`config.mk`:
```
export PLATFORM = sky130hd
export DESIGN_NAME = serdiv_sc_issuer
export DESIGN_NICKNAME = d
export VERILOG_FILES = /design/src/rtl/serdiv_sc_pkg.sv /design/src/rtl/serdiv_sc_lat_cnt.sv /design/src/rtl/serdiv_sc_issuer.sv
export SDC_FILE = /design/constraint.sdc
export NUM_CORES = 1
export LEC_CHECK = 0
export BUFFER_PORTS_ARGS = -buffer_cell sky130_fd_sc_hd__buf_4
export CAP_MARGIN = 20
export CELL_PAD_IN_SITES_DETAIL_PLACEMENT = 1
export CELL_PAD_IN_SITES_GLOBAL_PLACEMENT = 1
export CORE_MARGIN = 5
export CORE_UTILIZATION = 29
export CTS_CLUSTER_DIAMETER = 40
export DETAILED_ROUTE_END_ITERATION = 6
export GPL_TIMING_DRIVEN = 0
export PLACE_DENSITY_LB_ADDON = 0.1
export SLEW_MARGIN = 20
export SYNTH_ARGS = -nofsm -noshare
export SYNTH_HDL_FRONTEND = slang
export SYNTH_SLANG_ARGS = --single-unit
```
`constraint.sdc`:
```
create_clock -name clk_i -period 1.85 [get_ports clk_i]
set_input_delay 0.0925 -clock clk_i [delete_from_list [all_inputs] [get_ports clk_i]]
set_output_delay 0.0925 -clock clk_i [all_outputs]
set_load 0.02 [all_outputs]
```
`src/rtl/serdiv_sc_pkg.sv`:
```
// rtl/serdiv_sc_pkg.sv - shared types and constants for the serdiv_sc issuer
//
// Purpose: issuer FSM state encoding, the registered request record and
// divider opcode constants used by serdiv_sc_issuer and its bench.
// Ports: none (package).
package serdiv_sc_pkg;

  // Transaction id width of the surrounding core's scoreboard.
  localparam int TRANS_ID_BITS = 3;

  // Widest operand the request record can carry; the issuer's WIDTH must not exceed it.
  localparam int SC_MAX_WIDTH = 64;

  localparam logic [1:0] OP_UDIV = 2'd0;
  localparam logic [1:0] OP_DIV  = 2'd1;
  localparam logic [1:0] OP_UREM = 2'd2;
  localparam logic [1:0] OP_REM  = 2'd3;

  typedef enum logic [1:0] {
    IDLE  = 2'd0,
    ISSUE = 2'd1,
    WAIT  = 2'd2,
    RESP  = 2'd3
  } issuer_state_e;

  typedef struct packed {
    logic [TRANS_ID_BITS-1:0] id;
    logic [SC_MAX_WIDTH-1:0]  op_a;
    logic [SC_MAX_WIDTH-1:0]  op_b;
    logic [1:0]               opcode;
    logic                     a_label;
    logic                     b_label;
  } issuer_req_t;

endpackage

```
`src/rtl/serdiv_sc_lat_cnt.sv`:
```
// rtl/serdiv_sc_lat_cnt.sv - saturating latency counter with clear and enable
//
// Purpose: counts cycles while en_i is high and sticks at all-ones instead of
// wrapping. clr_i has priority over en_i.
// Ports:
//   clk_i      in   clock
//   rst_i      in   synchronous reset, active-high
//   clr_i      in   clear count to 0
//   en_i       in   increment (saturating)
//   cnt_o      out  current count
//   cnt_inc_o  out  saturating count+1 (what the counter would become)
module serdiv_sc_lat_cnt #(
  parameter int CNT_W = 16
) (
  input  logic             clk_i,
  input  logic             rst_i,
  input  logic             clr_i,
  input  logic             en_i,
  output logic [CNT_W-1:0] cnt_o,
  output logic [CNT_W-1:0] cnt_inc_o
);

  logic [CNT_W-1:0] cnt_q;

  assign cnt_o     = cnt_q;
  assign cnt_inc_o = (&cnt_q) ? cnt_q : cnt_q + CNT_W'(1);

  always_ff @(posedge clk_i) begin
    if (rst_i) begin
      cnt_q <= '0;
    end else if (clr_i) begin
      cnt_q <= '0;
    end else if (en_i) begin
      cnt_q <= cnt_inc_o;
    end
  end

endmodule

```
`src/rtl/serdiv_sc_issuer.sv`:
```
// rtl/serdiv_sc_issuer.sv - single-outstanding issuer front end for serdiv_sc
//
// Purpose: accepts one labelled divide request, drives the divider input
// handshake, collects result/label/latency and returns them downstream.
// Ports:
//   clk_i, rst_i                 clock, synchronous active-high reset
//   flush_i                      abort in-flight operation (highest priority)
//   req_vld_i/req_rdy_o, req_*   upstream request
//   div_in_vld_o/div_in_rdy_i    divider input handshake, div_* registered request
//   div_flush_o                  divider flush pulse (ISSUE/WAIT only)
//   div_out_vld_i/div_out_rdy_o  divider result handshake, div_id_i/div_res_i/div_res_label_i
//   rsp_vld_o/rsp_rdy_i, rsp_*   downstream response with latency rsp_cycles_o
//   err_id_o                     sticky returned-id mismatch
module serdiv_sc_issuer
  import serdiv_sc_pkg::*;
#(
  parameter int WIDTH = 64,
  parameter int CNT_W = 16
) (
  input  logic                     clk_i,
  input  logic                     rst_i,
  input  logic                     flush_i,
  input  logic                     req_vld_i,
  output logic                     req_rdy_o,
  input  logic [TRANS_ID_BITS-1:0] req_id_i,
  input  logic [WIDTH-1:0]         req_op_a_i,
  input  logic [WIDTH-1:0]         req_op_b_i,
  input  logic [1:0]               req_opcode_i,
  input  logic                     req_a_label_i,
  input  logic                     req_b_label_i,
  output logic                     div_in_vld_o,
  input  logic                     div_in_rdy_i,
  output logic [TRANS_ID_BITS-1:0] div_id_o,
  output logic [WIDTH-1:0]         div_op_a_o,
  output logic [WIDTH-1:0]         div_op_b_o,
  output logic [1:0]               div_opcode_o,
  output logic                     div_a_label_o,
  output logic                     div_b_label_o,
  output logic                     div_flush_o,
  input  logic                     div_out_vld_i,
  output logic                     div_out_rdy_o,
  input  logic [TRANS_ID_BITS-1:0] div_id_i,
  input  logic [WIDTH-1:0]         div_res_i,
  input  logic                     div_res_label_i,
  output logic                     rsp_vld_o,
  input  logic                     rsp_rdy_i,
  output logic [TRANS_ID_BITS-1:0] rsp_id_o,
  output logic [WIDTH-1:0]         rsp_res_o,
  output logic                     rsp_label_o,
  output logic [CNT_W-1:0]         rsp_cycles_o,
  output logic                     err_id_o
);

  issuer_state_e state_q, state_d;
  issuer_req_t   req_q;

  logic [TRANS_ID_BITS-1:0] rsp_id_q;
  logic [WIDTH-1:0]         rsp_res_q;
  logic                     rsp_label_q;
  logic [CNT_W-1:0]         rsp_cycles_q;
  logic                     err_id_q;

  logic             req_fire;
  logic             in_fire;
  logic             res_fire;
  logic [CNT_W-1:0] cnt;
  logic [CNT_W-1:0] cnt_inc;

  // Handshake events; flush kills all of them so nothing is captured on a flush cycle.
  assign req_fire = (state_q == IDLE)  && req_vld_i     && !flush_i;
  assign in_fire  = (state_q == ISSUE) && div_in_rdy_i  && !flush_i;
  assign res_fire = (state_q == WAIT)  && div_out_vld_i && !flush_i;

  serdiv_sc_lat_cnt #(
    .CNT_W(CNT_W)
  ) u_lat_cnt (
    .clk_i    (clk_i),
    .rst_i    (rst_i),
    .clr_i    (in_fire),
    .en_i     (state_q == WAIT),
    .cnt_o    (cnt),
    .cnt_inc_o(cnt_inc)
  );

  // State register
  always_ff @(posedge clk_i) begin
    if (rst_i) begin
      state_q <= IDLE;
    end else begin
      state_q <= state_d;
    end
  end

  // Next-state logic
  always_comb begin
    state_d = state_q;
    case (state_q)
      IDLE:  if (req_fire) state_d = ISSUE;
      ISSUE: begin
        if (flush_i)           state_d = IDLE;
        else if (div_in_rdy_i) state_d = WAIT;
      end
      WAIT: begin
        if (flush_i)            state_d = IDLE;
        else if (div_out_vld_i) state_d = RESP;
      end
      RESP: begin
        if (flush_i || rsp_rdy_i) state_d = IDLE;
      end
      default: state_d = IDLE;
    endcase
  end

  // Output logic; everything is held low while reset is asserted.
  always_comb begin
    req_rdy_o     = 1'b0;
    div_in_vld_o  = 1'b0;
    div_out_rdy_o = 1'b0;
    rsp_vld_o     = 1'b0;
    div_flush_o   = 1'b0;
    if (!rst_i) begin
      case (state_q)
        IDLE:  req_rdy_o = !flush_i;
        ISSUE: begin
          div_in_vld_o = 1'b1;
          div_flush_o  = flush_i;
        end
        WAIT: begin
          div_out_rdy_o = 1'b1;
          div_flush_o   = flush_i;
        end
        RESP:  rsp_vld_o = 1'b1;
        default: ;
      endcase
    end
  end

  // Request/response datapath
  always_ff @(posedge clk_i) begin
    if (rst_i) begin
      req_q        <= '0;
      rsp_id_q     <= '0;
      rsp_res_q    <= '0;
      rsp_label_q  <= 1'b0;
      rsp_cycles_q <= '0;
      err_id_q     <= 1'b0;
    end else begin
      if (req_fire) begin
        req_q.id      <= req_id_i;
        req_q.op_a    <= SC_MAX_WIDTH'(req_op_a_i);
        req_q.op_b    <= SC_MAX_WIDTH'(req_op_b_i);
        req_q.opcode  <= req_opcode_i;
        req_q.a_label <= req_a_label_i;
        req_q.b_label <= req_b_label_i;
      end
      if (res_fire) begin
        rsp_id_q     <= div_id_i;
        rsp_res_q    <= div_res_i;
        // Label comes straight from the divider; never recomputed from operand labels.
        rsp_label_q  <= div_res_label_i;
        rsp_cycles_q <= cnt_inc;
        if (div_id_i != req_q.id) err_id_q <= 1'b1;
      end
    end
  end

  assign div_id_o      = req_q.id;
  assign div_op_a_o    = req_q.op_a[WIDTH-1:0];
  assign div_op_b_o    = req_q.op_b[WIDTH-1:0];
  assign div_opcode_o  = req_q.opcode;
  assign div_a_label_o = req_q.a_label;
  assign div_b_label_o = req_q.b_label;

  assign rsp_id_o     = rsp_id_q;
  assign rsp_res_o    = rsp_res_q;
  assign rsp_label_o  = rsp_label_q;
  assign rsp_cycles_o = rsp_cycles_q;
  assign err_id_o     = err_id_q;

  // Counter value itself is only observed through cnt_inc.
  logic unused_cnt;
  assign unused_cnt = ^cnt;

endmodule

```
# After elaboration in Yosys (flattened, before gate mapping)
# Cells that the tools add are included.
# W data, S select, Z words.
# word_totals
n_memories	0
out_inout_bits	225
register_bits	238
mem_bits_rw	0
latch_bits	0
rom_bits	0
input_bits	210
wordCells	54
# op_classes
mux	18
order_cmp	0
mul	0
n_eq_ne	8
n_shift	0
add_sub_neg	1
n_reduce_logical	14
div_mod_pow	0
bitwise_logic	0
# ops
cell	count
$add A16 B1 Y16 const B	1
$mux W16	1
$reduce_and A16 Y1	1
$mux W2	6
$mux W1	10
$pmux W2 S4	1
$logic_and A1 B1 Y1	6
$ne A3 B3 Y1 const B	2
$eq A2 B2 Y1 const B	2
$ne A2 B2 Y1 const B	2
$reduce_and A4 Y1	1
$reduce_or A2 Y1	2
$ne A3 B3 Y1	1
$eq A2 B1 Y1 const B	1
$logic_not A2 Y1	1
$reduce_and A2 Y1	1
$logic_not A1 Y1	1
$logic_or A1 B1 Y1	1

# Logic depth before layout (Yosys ltp)
# depth
word_depth	5
mapped_depth	8
depth_no_buf	6

# By module
# Synthesis repeated with hierarchy kept, for this count alone.
# hier_totals
hier_cells	1143
hier_area_um2	9003.6
# by_module_without_submodules
mod	area_per_inst_um2	seq_area_each_um2	cells_each	instances
serdiv_sc_issuer	7772.5	4444.3	993	1
serdiv_sc_lat_cnt	1231.2	320.3	150	1

# Least setup slack after synthesis
# Ideal clock, no wire load.
# synth_path
path_type	reg2reg
startpoint	register u_lat_cnt.cnt_q[0], in the netlist u_lat_cnt.cnt_o[0]
endpoint	register rsp_cycles_q[2], in the netlist rsp_cycles_o[2]
arrival_time_ns	1.839
setup_slack_ns	-0.057
path_buffers	1
required_time_ns	1.783
stages_incl_launch_ff	7
setup_time_ns	0.067
synth_period_minus_slack_ns	1.907
path_cell_list	dfxtp_1 -> ha_1 -> nand3_1 -> or4_4 -> buf_6 -> a31o_1 -> a21oi_2
# synth_between
elab_chain_len	2
elab_cells_between_ends	3
classes_between	add/sub (1); mux (1); reduce/logical (1)
# synth_lines
element	line	rtl
from (decl)	serdiv_sc_lat_cnt.sv:23	logic [CNT_W-1:0] cnt_q;
from (signal assigned)	serdiv_sc_lat_cnt.sv:34	cnt_q <= cnt_inc_o;
$add A16 B1 Y16 or $reduce_and A16 Y1 (tied branches)	serdiv_sc_lat_cnt.sv:26	assign cnt_inc_o = (&cnt_q) ? cnt_q : cnt_q + CNT_W'(1);
$mux W16 (*)	serdiv_sc_lat_cnt.sv:26	
to (signal assigned)	serdiv_sc_issuer.sv:161	rsp_cycles_q <= cnt_inc;
to (decl)	serdiv_sc_issuer.sv:60	logic [CNT_W-1:0] rsp_cycles_q;
# Mark *: on every way between the ends. The rest lies on a longest branch, timed or not.
# A chain may end at the register's enable or synchronous reset.

# Final worst setup path
# layout_path
startpoint	register u_lat_cnt.cnt_q[4], in the netlist u_lat_cnt.cnt_o[4]
endpoint	register rsp_cycles_q[2], in the netlist rsp_cycles_o[2]
# layout_between
elab_chain_len	2
# layout_lines
element	line
$reduce_and A16 Y1	serdiv_sc_lat_cnt.sv:26
$mux W16	serdiv_sc_lat_cnt.sv:26
# Every way passes these cells.

==> results.py <==
metrics = {
    "worst_setup_path": {
        "ff2ff_path_depth": 6,
        "r2r_start": "u_lat_cnt.cnt_o[4]",
        "r2r_end": "rsp_cycles_o[2]",
        "rrSetupSlack_ns": 0.06,
        "critPathArrivalTime_ns": 2.22,
        "crit_path_max_incr_delay_ns": 0.57,
        "crit_chain": "clkbuf_4, nand4_4, or4_4, buf_6, a31o_1, a21oi_2",
        "worstPathMaxFanout": 8,
        "cp-end-kind": "flop",
        "cp_slowest_cell": "or4_4",
        "crit_required_ns": 2.28,
        "crit_path_start_kind": "flop",
        "path_class": "flop to flop",
    },
    "layout": {
        "final_common_cell": "buf_4",
        "layout.nets": 2029,
        "final_cell_mix": "buf_4, nand2_1, dfxtp_1",
        "area_growth_pct": 84.69,
        "drive_gt1_share_pct": 32.48,
        "stdcell_count": 2242,
        "fillers": 3607,
        "postLayoutCellArea_mm2": 0.01647,
        "final_core_util_pct": 53.97,
    },
    "placement": {
        "dp_hpwl_um": 30320,
        "portBuffers": 432,
        "place_congestion": 0.8068,
        "dp_cells": 1953,
        "dp_slack_ns": -0.8565,
        "place_area_mm2": 0.01266,
    },
    "logic_synthesis": {
        "synth_seq_cells": 238,
        "synth_edf_count": 0,
        "syn_area_per_cell_um2": 7.925,
        "ys.flop_type": "dfxtp_1",
        "synthArstFlopShare_pct": 0,
        "synthesis.instances": 1125,
        "synth_nets": 1341,
        "ys_warn_count": 0,
        "synth_area_mm2": 0.008916,
        "yosysSeqAreaShare_pct": 53.44,
        "synth.distinct_cells": 52,
    },
    "floorplan": {
        "num_rows": 64,
        "start_util_pct": 29.22,
        "ios": 435,
        "design.die.area_mm2": 0.03435,
        "die_w_um": 185.3,
        "die_h_um": 185.3,
        "core_mm2": 0.03051,
    },
    "routing": {
        "routed_wl_um": 43670,
        "routed-via-count": 10695,
        "post_drt_wl_per_cell_um": 19.48,
        "drc_errors": 0,
        "dr.pass1.iters": 5,
        "postRouteAntennaNets": 0,
        "drtIter0Drc": 361,
        "viasPerCell": 4.770,
    },
    "sta": {
        "finalHoldViolations": 0,
        "fmax_ghz": 0.5600,
        "fin_ws_ns": 0.06437,
        "drv_slew": 0,
        "slew_headroom_pct": 47.97,
        "rsz0062_at_grt": "yes",
        "setup_viol": 0,
        "setup_tns_ns": 0,
        "period_needed_ns": 1.786,
        "tightestPinTransition_ns": 0.7805,
        "finClkSkew_ns": 0.01490,
        "min_period_over_period_pct": 96.52,
    },
    "grt": {
        "antenna_found_initial": 3,
        "grt_max_degree": 12,
        "grt_pass1_wl_um": 64470,
        "grt_pass1_vias": 11399,
        "grt_usage_pct": 23.91,
        "overflow": 0,
    },
    "min_path": {
        "min_path_cells": 3,
        "min_to": "u_lat_cnt.cnt_o[11]",
        "hold_path.class": "primary input to flop",
        "min_from": "rst_i",
    },
    "cts": {
        "cts_tree": "built",
        "clk_pin_slew_worst_paths_ns": 0.05,
        "htree_num_levels": 2,
        "cts_inserted_buffers": 43,
        "cts_root_buffer": "clkbuf_16",
        "insertion_delay_ns": 0.51,
        "cts_max_path_buffers": 3,
        "cts_sinks": 238,
    },
    "power_and_ir_drop": {
        "leakagePower_nw": 6.973,
        "powerDensity_mw_per_mm2": 932.9,
        "ir_worst_vdd_mv": 0.5680,
    },
    "job": {
        "maxCapViolCount": 0,
    },
    "outcome": {
        "status": "completed",
    },
}
## worst max-delay path by stage
| stage | from | end | slack [ns] | cells after the start |
|---|---|---|---|---|
| global placement | state_q[0] | rsp_cycles_o[2] | -0.78 | 8 |
| finish | u_lat_cnt.cnt_o[4] | rsp_cycles_o[2] | 0.06 | 6 |
| global route | u_lat_cnt.cnt_o[12] | rsp_cycles_o[1] | -0.04 | 7 |
| CTS | state_q[0] | div_out_rdy_o | -0.15 | 6 |
| detailed placement | state_q[0] | rsp_id_o[0] | -0.86 | 8 |
| floorplan | u_lat_cnt.cnt_o[0] | rsp_cycles_o[2] | 0.005 | 6 |
## flip-flops by register name, indices dropped and copies added (netlist names), 2 cells and up
signal	flops
div_op_a_o	64
div_op_b_o	64
rsp_res_o	64
rsp_cycles_o	16
u_lat_cnt.cnt_o	16
div_id_o	3
rsp_id_o	3
div_opcode_o	2
state_q	2
## cell type report
cell class / count / area (µm²) / area share [%]
timing repair buffer: 646 / 5360 / 32.55
sequential: 238 / 4781 / 29.03
multi-input combinational: 791 / 3857 / 23.43
clock buffer: 59 / 1249 / 7.583
tap: 396 / 495.5 / 3.009
buffer: 86 / 469.2 / 2.849
clock inverter: 17 / 221.5 / 1.345
inverter: 7 / 28.78 / 0.1748
antenna: 2 / 5.005 / 0.03039
## synthesized netlist by cell type (3+ instances only)
library cell,count,area share [%]
inv_1,7,0.29
o21ai_0,13,0.73
o311a_1,3,0.34
or3_1,5,0.35
nand2b_1,5,0.35
nand3_1,11,0.62
ha_1,6,0.84
dfxtp_1,238,53
a21oi_1,222,12
clkbuf_1,71,3.0
nand2_1,421,18
or2_2,3,0.21
o211ai_1,4,0.34
nor2_1,22,0.93
xnor2_1,6,0.59
o31ai_1,4,0.34
nor3_1,4,0.22
a311oi_1,8,0.79
o311ai_0,3,0.29
or4_1,5,0.42
o2111ai_1,3,0.29
nand4_1,5,0.35
buf_1,5,0.21
buf_2,9,0.51
## timing repair
item                       4_1_cts  5_1_grt
hold buffers                   204        0
resized for setup               65       40
setup buffers                    2        8
hold endpoints to repair       205        0
pin swaps                        1        4
setup endpoints to repair      236      230
## through the flow
step	hold WS [ns]	power [W]
4_1_cts	0.01738	0.01550
5_1_grt	0.06153	0.01593
2_1_floorplan	0.2285	0.006164
6_report	0.03266	0.01536
3_3_place_gp	0.3393	0.007022
3_5_place_dp	0.3502	0.007050
## power by group
group / switching (W) / leakage, nW / internal, W
clock network: 0.00262 / 0.720 / 0.00538
registers: 0.000104 / 1.94 / 0.00531
logic: 0.000978 / 4.32 / 0.000969
total: 0.00370 / 6.97 / 0.0117
## worst max-delay path, delay by kind of cell (launching register included)
kind / cells / cell delay (ns)
AND/OR/NAND/NOR: 2 / 0.72
AO/OA/AOI/OAI: 2 / 0.36
buffers and inverters: 2 / 0.35
flip-flops: 1 / 0.30
## metal layers
layer | wire length [µm] | track usage (%)
met1 | 16240 | 25.98
met2 | 22070 | 43.29
met3 | 3778 | 7.502
met4 | 1592 | 9.190
met5 | 0 | 0
## cells by family after synthesis
group,share of synthesized area (%)
simple gates,23.51
compound gates,16.90
flops,53.44
buf+inv,4.420
xor+xnor,0.7859
fa+ha+maj,0.8420
mux,0.1123
Note: power is estimated with default switching activity, not from simulation.
